### config.mk
export PLATFORM = sky130hd
export DESIGN_NAME = ctrl_sequencer
export DESIGN_NICKNAME = d
export VERILOG_FILES = /design/src/rtl/ctrl_pkg.sv /design/src/rtl/ctrl_wait_timer.sv /design/src/rtl/ctrl_sequencer.sv
export SDC_FILE = /design/constraint.sdc
export NUM_CORES = 1
export LEC_CHECK = 0
export ABC_AREA = 1
export CAP_MARGIN = 5
export CORE_MARGIN = 3
export CORE_UTILIZATION = 67
export DETAILED_ROUTE_END_ITERATION = 10
export DONT_BUFFER_PORTS = 1
export GPL_ROUTABILITY_DRIVEN = 0
export HOLD_SLACK_MARGIN = 0.15
export PLACE_DENSITY_LB_ADDON = 0.25
export SLEW_MARGIN = 5
export SYNTH_ARGS = -nofsm -noshare
export SYNTH_HDL_FRONTEND = slang
export SYNTH_HIERARCHICAL = 1
export SYNTH_SLANG_ARGS = --single-unit
### constraint.sdc
create_clock -name clk -period 3.75 [get_ports clk]
set_input_delay 0.75 -clock clk [delete_from_list [all_inputs] [get_ports clk]]
set_output_delay 0.75 -clock clk [all_outputs]
set_load 0.05 [all_outputs]
### src/rtl/ctrl_pkg.sv
// Shared types and encodings for the hardwired control sequencer:
// state and opcode-class enums, opcode numbers, ALU codes and MDR source selects.
package ctrl_pkg;

  typedef enum logic [3:0] {
    ST_IDLE, ST_T0, ST_T1, ST_T2, ST_T3, ST_T4, ST_T5, ST_T6, ST_T7,
    ST_HALTED, ST_FAULT, ST_PAUSE
  } state_e;

  typedef enum logic [2:0] {
    CL_LD, CL_LDI, CL_ST, CL_RR, CL_RI, CL_NOP, CL_HALT, CL_ILL
  } opc_class_e;

  localparam logic [31:0] OP_LD   = 32'd0;
  localparam logic [31:0] OP_LDI  = 32'd1;
  localparam logic [31:0] OP_ST   = 32'd2;
  localparam logic [31:0] OP_ADD  = 32'd3;
  localparam logic [31:0] OP_SUB  = 32'd4;
  localparam logic [31:0] OP_AND  = 32'd5;
  localparam logic [31:0] OP_OR   = 32'd6;
  localparam logic [31:0] OP_ADDI = 32'd7;
  localparam logic [31:0] OP_ANDI = 32'd8;
  localparam logic [31:0] OP_ORI  = 32'd9;
  localparam logic [31:0] OP_NOP  = 32'd26;
  localparam logic [31:0] OP_HALT = 32'd27;

  localparam logic [3:0] ALU_AND = 4'd0;
  localparam logic [3:0] ALU_OR  = 4'd1;
  localparam logic [3:0] ALU_ADD = 4'd2;
  localparam logic [3:0] ALU_SUB = 4'd3;

  localparam logic [1:0] MDR_HOLD = 2'b00;
  localparam logic [1:0] MDR_MEM  = 2'b01;
  localparam logic [1:0] MDR_BUS  = 2'b10;

  function automatic opc_class_e classify(input logic [31:0] opc);
    opc_class_e cls;
    case (opc)
      OP_LD:                                cls = CL_LD;
      OP_LDI:                               cls = CL_LDI;
      OP_ST:                                cls = CL_ST;
      OP_ADD, OP_SUB, OP_AND, OP_OR:        cls = CL_RR;
      OP_ADDI, OP_ANDI, OP_ORI:             cls = CL_RI;
      OP_NOP:                               cls = CL_NOP;
      OP_HALT:                              cls = CL_HALT;
      default:                              cls = CL_ILL;
    endcase
    return cls;
  endfunction

  // Address arithmetic for LD/LDI/ST goes through the ADD path as well.
  function automatic logic [3:0] alu_code(input logic [31:0] opc);
    logic [3:0] code;
    case (opc)
      OP_SUB:           code = ALU_SUB;
      OP_AND, OP_ANDI:  code = ALU_AND;
      OP_OR,  OP_ORI:   code = ALU_OR;
      default:          code = ALU_ADD;
    endcase
    return code;
  endfunction

endpackage

### src/rtl/ctrl_wait_timer.sv
// Memory-handshake wait counter shared by every mem_ready wait step.
// Counts waiting cycles from zero; timeout fires in the MEM_WAIT-th cycle if mem_ready is still low.
module ctrl_wait_timer #(
  parameter int MEM_WAIT = 16
) (
  input  logic clk,
  input  logic reset,
  input  logic clear_i,
  input  logic en_i,
  input  logic ready_i,
  output logic done_o,
  output logic timeout_o
);

  localparam int CNT_W = (MEM_WAIT > 1) ? $clog2(MEM_WAIT) : 1;
  localparam logic [CNT_W-1:0] TC = CNT_W'(MEM_WAIT - 1);

  logic [CNT_W-1:0] cnt_q, cnt_d;

  always_comb begin
    cnt_d = cnt_q;
    if (clear_i) begin
      cnt_d = '0;
    end else if (en_i && !ready_i && (cnt_q != TC)) begin
      cnt_d = cnt_q + 1'b1;
    end
  end

  always_ff @(posedge clk or posedge reset) begin
    if (reset) begin
      cnt_q <= '0;
    end else begin
      cnt_q <= cnt_d;
    end
  end

  // A ready seen in the terminal-count cycle still wins over the timeout.
  assign done_o    = en_i && ready_i;
  assign timeout_o = en_i && !ready_i && (cnt_q == TC);

endmodule

### src/rtl/ctrl_sequencer.sv
// Hardwired control unit: fetch T0-T2, per-opcode execute T3-T7, Moore strobes from state + latched opcode.
// Optional build macro CTRL_SINGLE_STEP_EN adds step_req and a PAUSE state after every instruction.
//
//  state   | meaning
//  IDLE    | no strobes, waiting for run
//  T0..T2  | fetch (T1 waits on mem_ready)
//  T3..T7  | execute, per opcode class (LD T6 / ST T7 wait on mem_ready)
//  HALTED  | sticky after HALT, exit by reset only
//  FAULT   | sticky after memory timeout, exit by reset only
//  PAUSE   | single-step build only: parked after instr_done until step_req
module ctrl_sequencer
  import ctrl_pkg::*;
#(
  parameter int DATA_W     = 32,
  parameter int OPC_W      = 5,
  parameter int ALU_CTRL_W = 4,
  parameter int MEM_WAIT   = 16
) (
  input  logic                  clk,
  input  logic                  reset,
  input  logic                  run,
  input  logic [DATA_W-1:0]     ir,
  input  logic                  mem_ready,
`ifdef CTRL_SINGLE_STEP_EN
  input  logic                  step_req,
`endif
  output logic                  PCout,
  output logic                  PCin,
  output logic                  IncPc,
  output logic                  MARin,
  output logic                  MDRin,
  output logic                  MDRout,
  output logic                  IRin,
  output logic                  Yin,
  output logic                  Zlowin,
  output logic                  Zlowout,
  output logic                  GRA,
  output logic                  GRB,
  output logic                  GRC,
  output logic                  Rin,
  output logic                  Rout,
  output logic                  BAout,
  output logic                  Cout,
  output logic                  read,
  output logic                  write,
  output logic [1:0]            mdr_read,
  output logic [ALU_CTRL_W-1:0] alu_ctrl,
  output logic                  instr_done,
  output logic                  halted,
  output logic                  illegal,
  output logic                  fault
);

  state_e           state_q, state_d, end_state;
  logic [OPC_W-1:0] opc_q, opc_d;
  opc_class_e       cls;
  logic [31:0]      opc_ext;
  logic             waiting, tmr_done, tmr_timeout;
  logic             unused_ir;

  assign unused_ir = ^ir[DATA_W-OPC_W-1:0];
  assign opc_ext   = 32'(opc_q);
  assign cls       = classify(opc_ext);

  assign waiting = (state_q == ST_T1) ||
                   ((state_q == ST_T6) && (cls == CL_LD)) ||
                   ((state_q == ST_T7) && (cls == CL_ST));

  ctrl_wait_timer #(.MEM_WAIT(MEM_WAIT)) u_wait_timer (
    .clk       (clk),
    .reset     (reset),
    .clear_i   (!waiting),
    .en_i      (waiting),
    .ready_i   (mem_ready),
    .done_o    (tmr_done),
    .timeout_o (tmr_timeout)
  );

  // IR captures the bus on the edge closing T2; the opcode is taken on that same edge.
  assign opc_d = (state_q == ST_T2) ? ir[DATA_W-1 -: OPC_W] : opc_q;

  always_ff @(posedge clk or posedge reset) begin
    if (reset) begin
      state_q <= ST_IDLE;
      opc_q   <= '0;
    end else begin
      state_q <= state_d;
      opc_q   <= opc_d;
    end
  end

  always_comb begin
`ifdef CTRL_SINGLE_STEP_EN
    end_state = ST_PAUSE;
`else
    end_state = run ? ST_T0 : ST_IDLE;
`endif
    state_d = state_q;
    case (state_q)
      ST_IDLE: if (run) state_d = ST_T0;
      ST_T0:   state_d = ST_T1;
      ST_T1: begin
        if (tmr_done)         state_d = ST_T2;
        else if (tmr_timeout) state_d = ST_FAULT;
      end
      ST_T2:   state_d = ST_T3;
      ST_T3: begin
        case (cls)
          CL_HALT:       state_d = ST_HALTED;
          CL_NOP, CL_ILL: state_d = end_state;
          default:       state_d = ST_T4;
        endcase
      end
      ST_T4:   state_d = ST_T5;
      ST_T5:   state_d = ((cls == CL_LD) || (cls == CL_ST)) ? ST_T6 : end_state;
      ST_T6: begin
        if (cls != CL_LD)     state_d = ST_T7;
        else if (tmr_done)    state_d = ST_T7;
        else if (tmr_timeout) state_d = ST_FAULT;
      end
      ST_T7: begin
        if (cls != CL_ST)     state_d = end_state;
        else if (tmr_done)    state_d = end_state;
        else if (tmr_timeout) state_d = ST_FAULT;
      end
`ifdef CTRL_SINGLE_STEP_EN
      ST_PAUSE: if (step_req) state_d = run ? ST_T0 : ST_IDLE;
`endif
      default: state_d = state_q;
    endcase
  end

  always_comb begin
    PCout      = 1'b0;
    PCin       = 1'b0;
    IncPc      = 1'b0;
    MARin      = 1'b0;
    MDRin      = 1'b0;
    MDRout     = 1'b0;
    IRin       = 1'b0;
    Yin        = 1'b0;
    Zlowin     = 1'b0;
    Zlowout    = 1'b0;
    GRA        = 1'b0;
    GRB        = 1'b0;
    GRC        = 1'b0;
    Rin        = 1'b0;
    Rout       = 1'b0;
    BAout      = 1'b0;
    Cout       = 1'b0;
    read       = 1'b0;
    write      = 1'b0;
    mdr_read   = MDR_HOLD;
    alu_ctrl   = '0;
    instr_done = 1'b0;
    illegal    = 1'b0;
    case (state_q)
      ST_T0: begin
        PCout = 1'b1; MARin = 1'b1; IncPc = 1'b1; Zlowin = 1'b1;
      end
      ST_T1: begin
        Zlowout = 1'b1; PCin = 1'b1; read = 1'b1; mdr_read = MDR_MEM; MDRin = 1'b1;
      end
      ST_T2: begin
        MDRout = 1'b1; IRin = 1'b1;
      end
      ST_T3: begin
        case (cls)
          CL_LD, CL_LDI, CL_ST: begin GRB = 1'b1; BAout = 1'b1; Yin = 1'b1; end
          CL_RR, CL_RI:         begin GRB = 1'b1; Rout = 1'b1; Yin = 1'b1; end
          CL_ILL:               begin illegal = 1'b1; instr_done = 1'b1; end
          default:              instr_done = 1'b1;
        endcase
      end
      ST_T4: begin
        Zlowin   = 1'b1;
        alu_ctrl = ALU_CTRL_W'(alu_code(opc_ext));
        if (cls == CL_RR) begin
          GRC = 1'b1; Rout = 1'b1;
        end else begin
          Cout = 1'b1;
        end
      end
      ST_T5: begin
        Zlowout = 1'b1;
        if ((cls == CL_LD) || (cls == CL_ST)) begin
          MARin = 1'b1;
        end else begin
          GRA = 1'b1; Rin = 1'b1; instr_done = 1'b1;
        end
      end
      ST_T6: begin
        MDRin = 1'b1;
        if (cls == CL_LD) begin
          read = 1'b1; mdr_read = MDR_MEM;
        end else begin
          GRA = 1'b1; Rout = 1'b1; mdr_read = MDR_BUS;
        end
      end
      ST_T7: begin
        if (cls == CL_LD) begin
          MDRout = 1'b1; GRA = 1'b1; Rin = 1'b1; instr_done = 1'b1;
        end else begin
          // The store only completes in the cycle memory acknowledges it.
          write = 1'b1; instr_done = tmr_done;
        end
      end
      default: ;
    endcase
  end

  assign halted = (state_q == ST_HALTED);
  assign fault  = (state_q == ST_FAULT);

endmodule

==> impl_metrics.tcl <==
set metrics [dict create \
    outcome "completed" \
    detail_route.drc_violations 0 \
    port_buffers 0 \
    most-common-layout-cells "55 x sky130_fd_sc_hd__nand2_1, 31 x sky130_fd_sc_hd__inv_1, 25 x sky130_fd_sc_hd__nor2_1, 16 x sky130_fd_sc_hd__nand3_1, 13 x sky130_fd_sc_hd__dfrtp_1" \
    finalHoldViolations 0 \
    diodes 0 \
    ctsRootBufferMaster "sky130_fd_sc_hd__clkbuf_4" \
    grt_remaining_overflow 0 \
    clock_skew_ns 0.01517 \
    synth.yosys.seq_area_share_pct 25.95 \
    cts.sink_count 13 \
    yosysWarnings 6 \
    r2r-end "state_q[0]$_DFFE_PP0P_" \
    crit_fanout 7 \
    post-dp-hpwl_um 2507 \
    max-slew-margin-rel_pct 29.65 \
    worstHoldPathType "input pin to asynchronous set/reset pin" \
    postSynthAreaPerCell_um2 5.914 \
    drive_above_1_share_pct 18.10 \
    power_mw 0.2343 \
    worstRegToRegCells 18 \
    timing.fmax_mhz 320.8 \
    r2r_slack_ns 0.99 \
    crit_path_max_incr_delay_ns 0.44 \
    area.growth.synth_to_final_pct 7.984 \
    cap_viol_max_count 0 \
    place_inst 242 \
    post_synth_inst_count 212 \
    maxSlewViolCount 0 \
    post-cts-setup-buffers 0 \
    routed_wire_length_per_instance_um 12.18 \
    grt_antenna_before_repair 0 \
    die-area_um2 2426 \
    drt-pass1-iter-count 4 \
    critPathArrivalTime_ns 2.37 \
    fin_crit_ns 3.117 \
    initial_utilization_pct 71.83 \
    design.core.area_um2 1745 \
    clk_transition_reported_paths_ns 0.09 \
    finish.net_count 259 \
    skew_pair_late_insertion_delay_ns 0.28 \
    die-width_um 49.26 \
    grtUsageTotal_pct 26.42 \
    floorplan.rows 15 \
    cp_common_cell "sky130_fd_sc_hd__nand2_1" \
    clock_path_buffers 2 \
    final_design_area_no_fill_um2 1354 \
    cts_buffers 3 \
    timing_worst_slew_pin_value_ns 1.054 \
    syn-cell-area_um2 1254 \
    critical-path-slowest-cell "sky130_fd_sc_hd__dfrtp_1" \
    yosys_register_bits 13 \
    unrepaired_setup_endpoints_after_global_routing "no" \
    worst_ep_required_time_ns 3.00 \
    route.detailed.vias_per_inst 5.577 \
    first_pass_grt_wire_length_um 5050 \
    io-pin-count 65 \
    reg2reg_from "opc_q[1]$_DFFE_PP0P_" \
    wirelength_um 2996 \
    drt-initial-drc-count 53 \
    finalSetupViolCount 0 \
    worstSetupEndpointType "primary output" \
    hold_buffers 0 \
    crit_chain "o21ai_0, nand2_1, nor3_4, nand3_2, nand2_2, nor2_2, inv_2, nand2_1, inv_1, nand2_1, o211ai_2" \
    highest_ir_drop_seen_on_vdd_v 0.0001763 \
    first_global_vias 1272 \
    synth_cell_types 24 \
    tritoncts_clock_tree "done" \
    layout.cells.non_filler 246 \
    htree_levels 1 \
    die-height_um 49.26 \
    powerDensity_nw_per_um2 173.1 \
    grt_start_max_net_pins 12 \
    post_cts_resized 0 \
    setup.worst_path.class "register to primary output" \
    vias 1372 \
    reported_leakage_power_nw 0.7313 \
    setup.worst_path.start_class "register" \
    final.setup.tns_ns 0 \
    cp-startpoint "opc_q[1]$_DFFE_PP0P_" \
    final_common_cell "sky130_fd_sc_hd__nand2_1" \
    min_period_over_period_pct 83.12 \
    placedInstanceArea_um2 1328 \
    postRouteAntennaNets 0 \
]
final cells by class:
type / count / area (µm²)
inverters: 38 / 142.6
clock buffers: 4 / 26.28
fillers: 150 / 391.6
repair buffers: 10 / 75.07
flip-flops and latches: 13 / 325.3
multi-input cells: 156 / 753.2
well taps: 25 / 31.28
stage by stage:
| step | util (%) | hold slack, ns | worst slack (ns) |
|---|---|---|---|
| 3_3_place_gp | 76.06 | 0.5181 | 1.094 |
| 5_1_grt | 77.56 | 0.2226 | 0.5027 |
| 2_1_floorplan | - | 0.4875 | 0.8368 |
| 6_report | 77.56 | 0.2214 | 0.6331 |
| 3_5_place_dp | 76.06 | 0.5277 | 0.9773 |
| 4_1_cts | 77.56 | 0.2207 | 0.6808 |
Yosys cell counts:
cell | number | area (µm²)
sky130_fd_sc_hd__buf_4 | 5 | 37.54
sky130_fd_sc_hd__o21ai_1 | 1 | 5.000
sky130_fd_sc_hd__nor3_4 | 1 | 16.27
sky130_fd_sc_hd__o211ai_1 | 3 | 22.52
sky130_fd_sc_hd__nor2_1 | 27 | 101.4
sky130_fd_sc_hd__a21oi_2 | 1 | 8.760
sky130_fd_sc_hd__nand4_1 | 9 | 56.30
sky130_fd_sc_hd__nand3_1 | 16 | 80.08
sky130_fd_sc_hd__a21oi_1 | 7 | 35.03
sky130_fd_sc_hd__dfrtp_1 | 13 | 325.3
sky130_fd_sc_hd__inv_2 | 6 | 22.52
sky130_fd_sc_hd__o21ai_0 | 12 | 60.06
sky130_fd_sc_hd__clkbuf_1 | 1 | 3.750
sky130_fd_sc_hd__nand2_2 | 8 | 50.05
sky130_fd_sc_hd__ha_1 | 1 | 12.51
sky130_fd_sc_hd__clkinv_1 | 1 | 3.750
sky130_fd_sc_hd__conb_1 | 1 | 3.750
sky130_fd_sc_hd__inv_1 | 31 | 116.4
sky130_fd_sc_hd__nor3_1 | 4 | 20.02
sky130_fd_sc_hd__nand3_2 | 1 | 10.01
sky130_fd_sc_hd__or2_2 | 2 | 12.51
sky130_fd_sc_hd__o211ai_2 | 1 | 12.51
sky130_fd_sc_hd__nand2_1 | 55 | 206.5
sky130_fd_sc_hd__nor2_2 | 5 | 31.28
cells by family (layout without fill, tap and decap cells):
family                     after synthesis  after routing  share of synthesized area [%]
adders and majority gates                1              1                         0.9978
other                                    1              2                         0.2991
AOI/OAI and AO/OA                       25             25                          11.48
and+or+nand+nor                        128            128                          46.61
DFF                                     13             13                          25.95
buffers and inverters                   44             52                          14.67
layer usage:
layer  up-vias  global-route usage (%)  wire length [µm]
li1        679                       -                 -
met1       617                   31.01              1216
met2        67                   47.77              1501
met3         9                   3.364               218
met4         0                   10.90                59
met5         -                       0                 0
registers in the layout, summed over array words and instances, names as in the netlist:
| name | flops |
|---|---|
| u_wait_timer/cnt_q | 4 |
| state_q | 4 |
| opc_q | 5 |
power by group:
group | internal [mW] | switching, mW | leakage (nW)
Clock | 0.0412 | 0.0454 | 0.0150
Sequential | 0.140 | 0 | 0.140
Combinational | 0.000423 | 0.00728 | 0.576
worst max path at each step:
stage                      end  slack [ns]  depth (start not counted)
detailed placement  instr_done        0.98                         11
floorplan                 Rout        0.84                          7
CTS                 instr_done        0.68                         11
global placement    instr_done        1.09                         11
global route        instr_done        0.50                         11
finish              instr_done        0.63                         11
worst max-delay path: cells and delay by family, from the launching register on:
| family | cells | cell delay, ns |
|---|---|---|
| AOI/OAI and AO/OA | 2 | 0.48 |
| DFF | 1 | 0.44 |
| and+or+nand+nor | 7 | 0.97 |
| buffers and inverters | 2 | 0.21 |
Power figures use the tool's default switching activity.
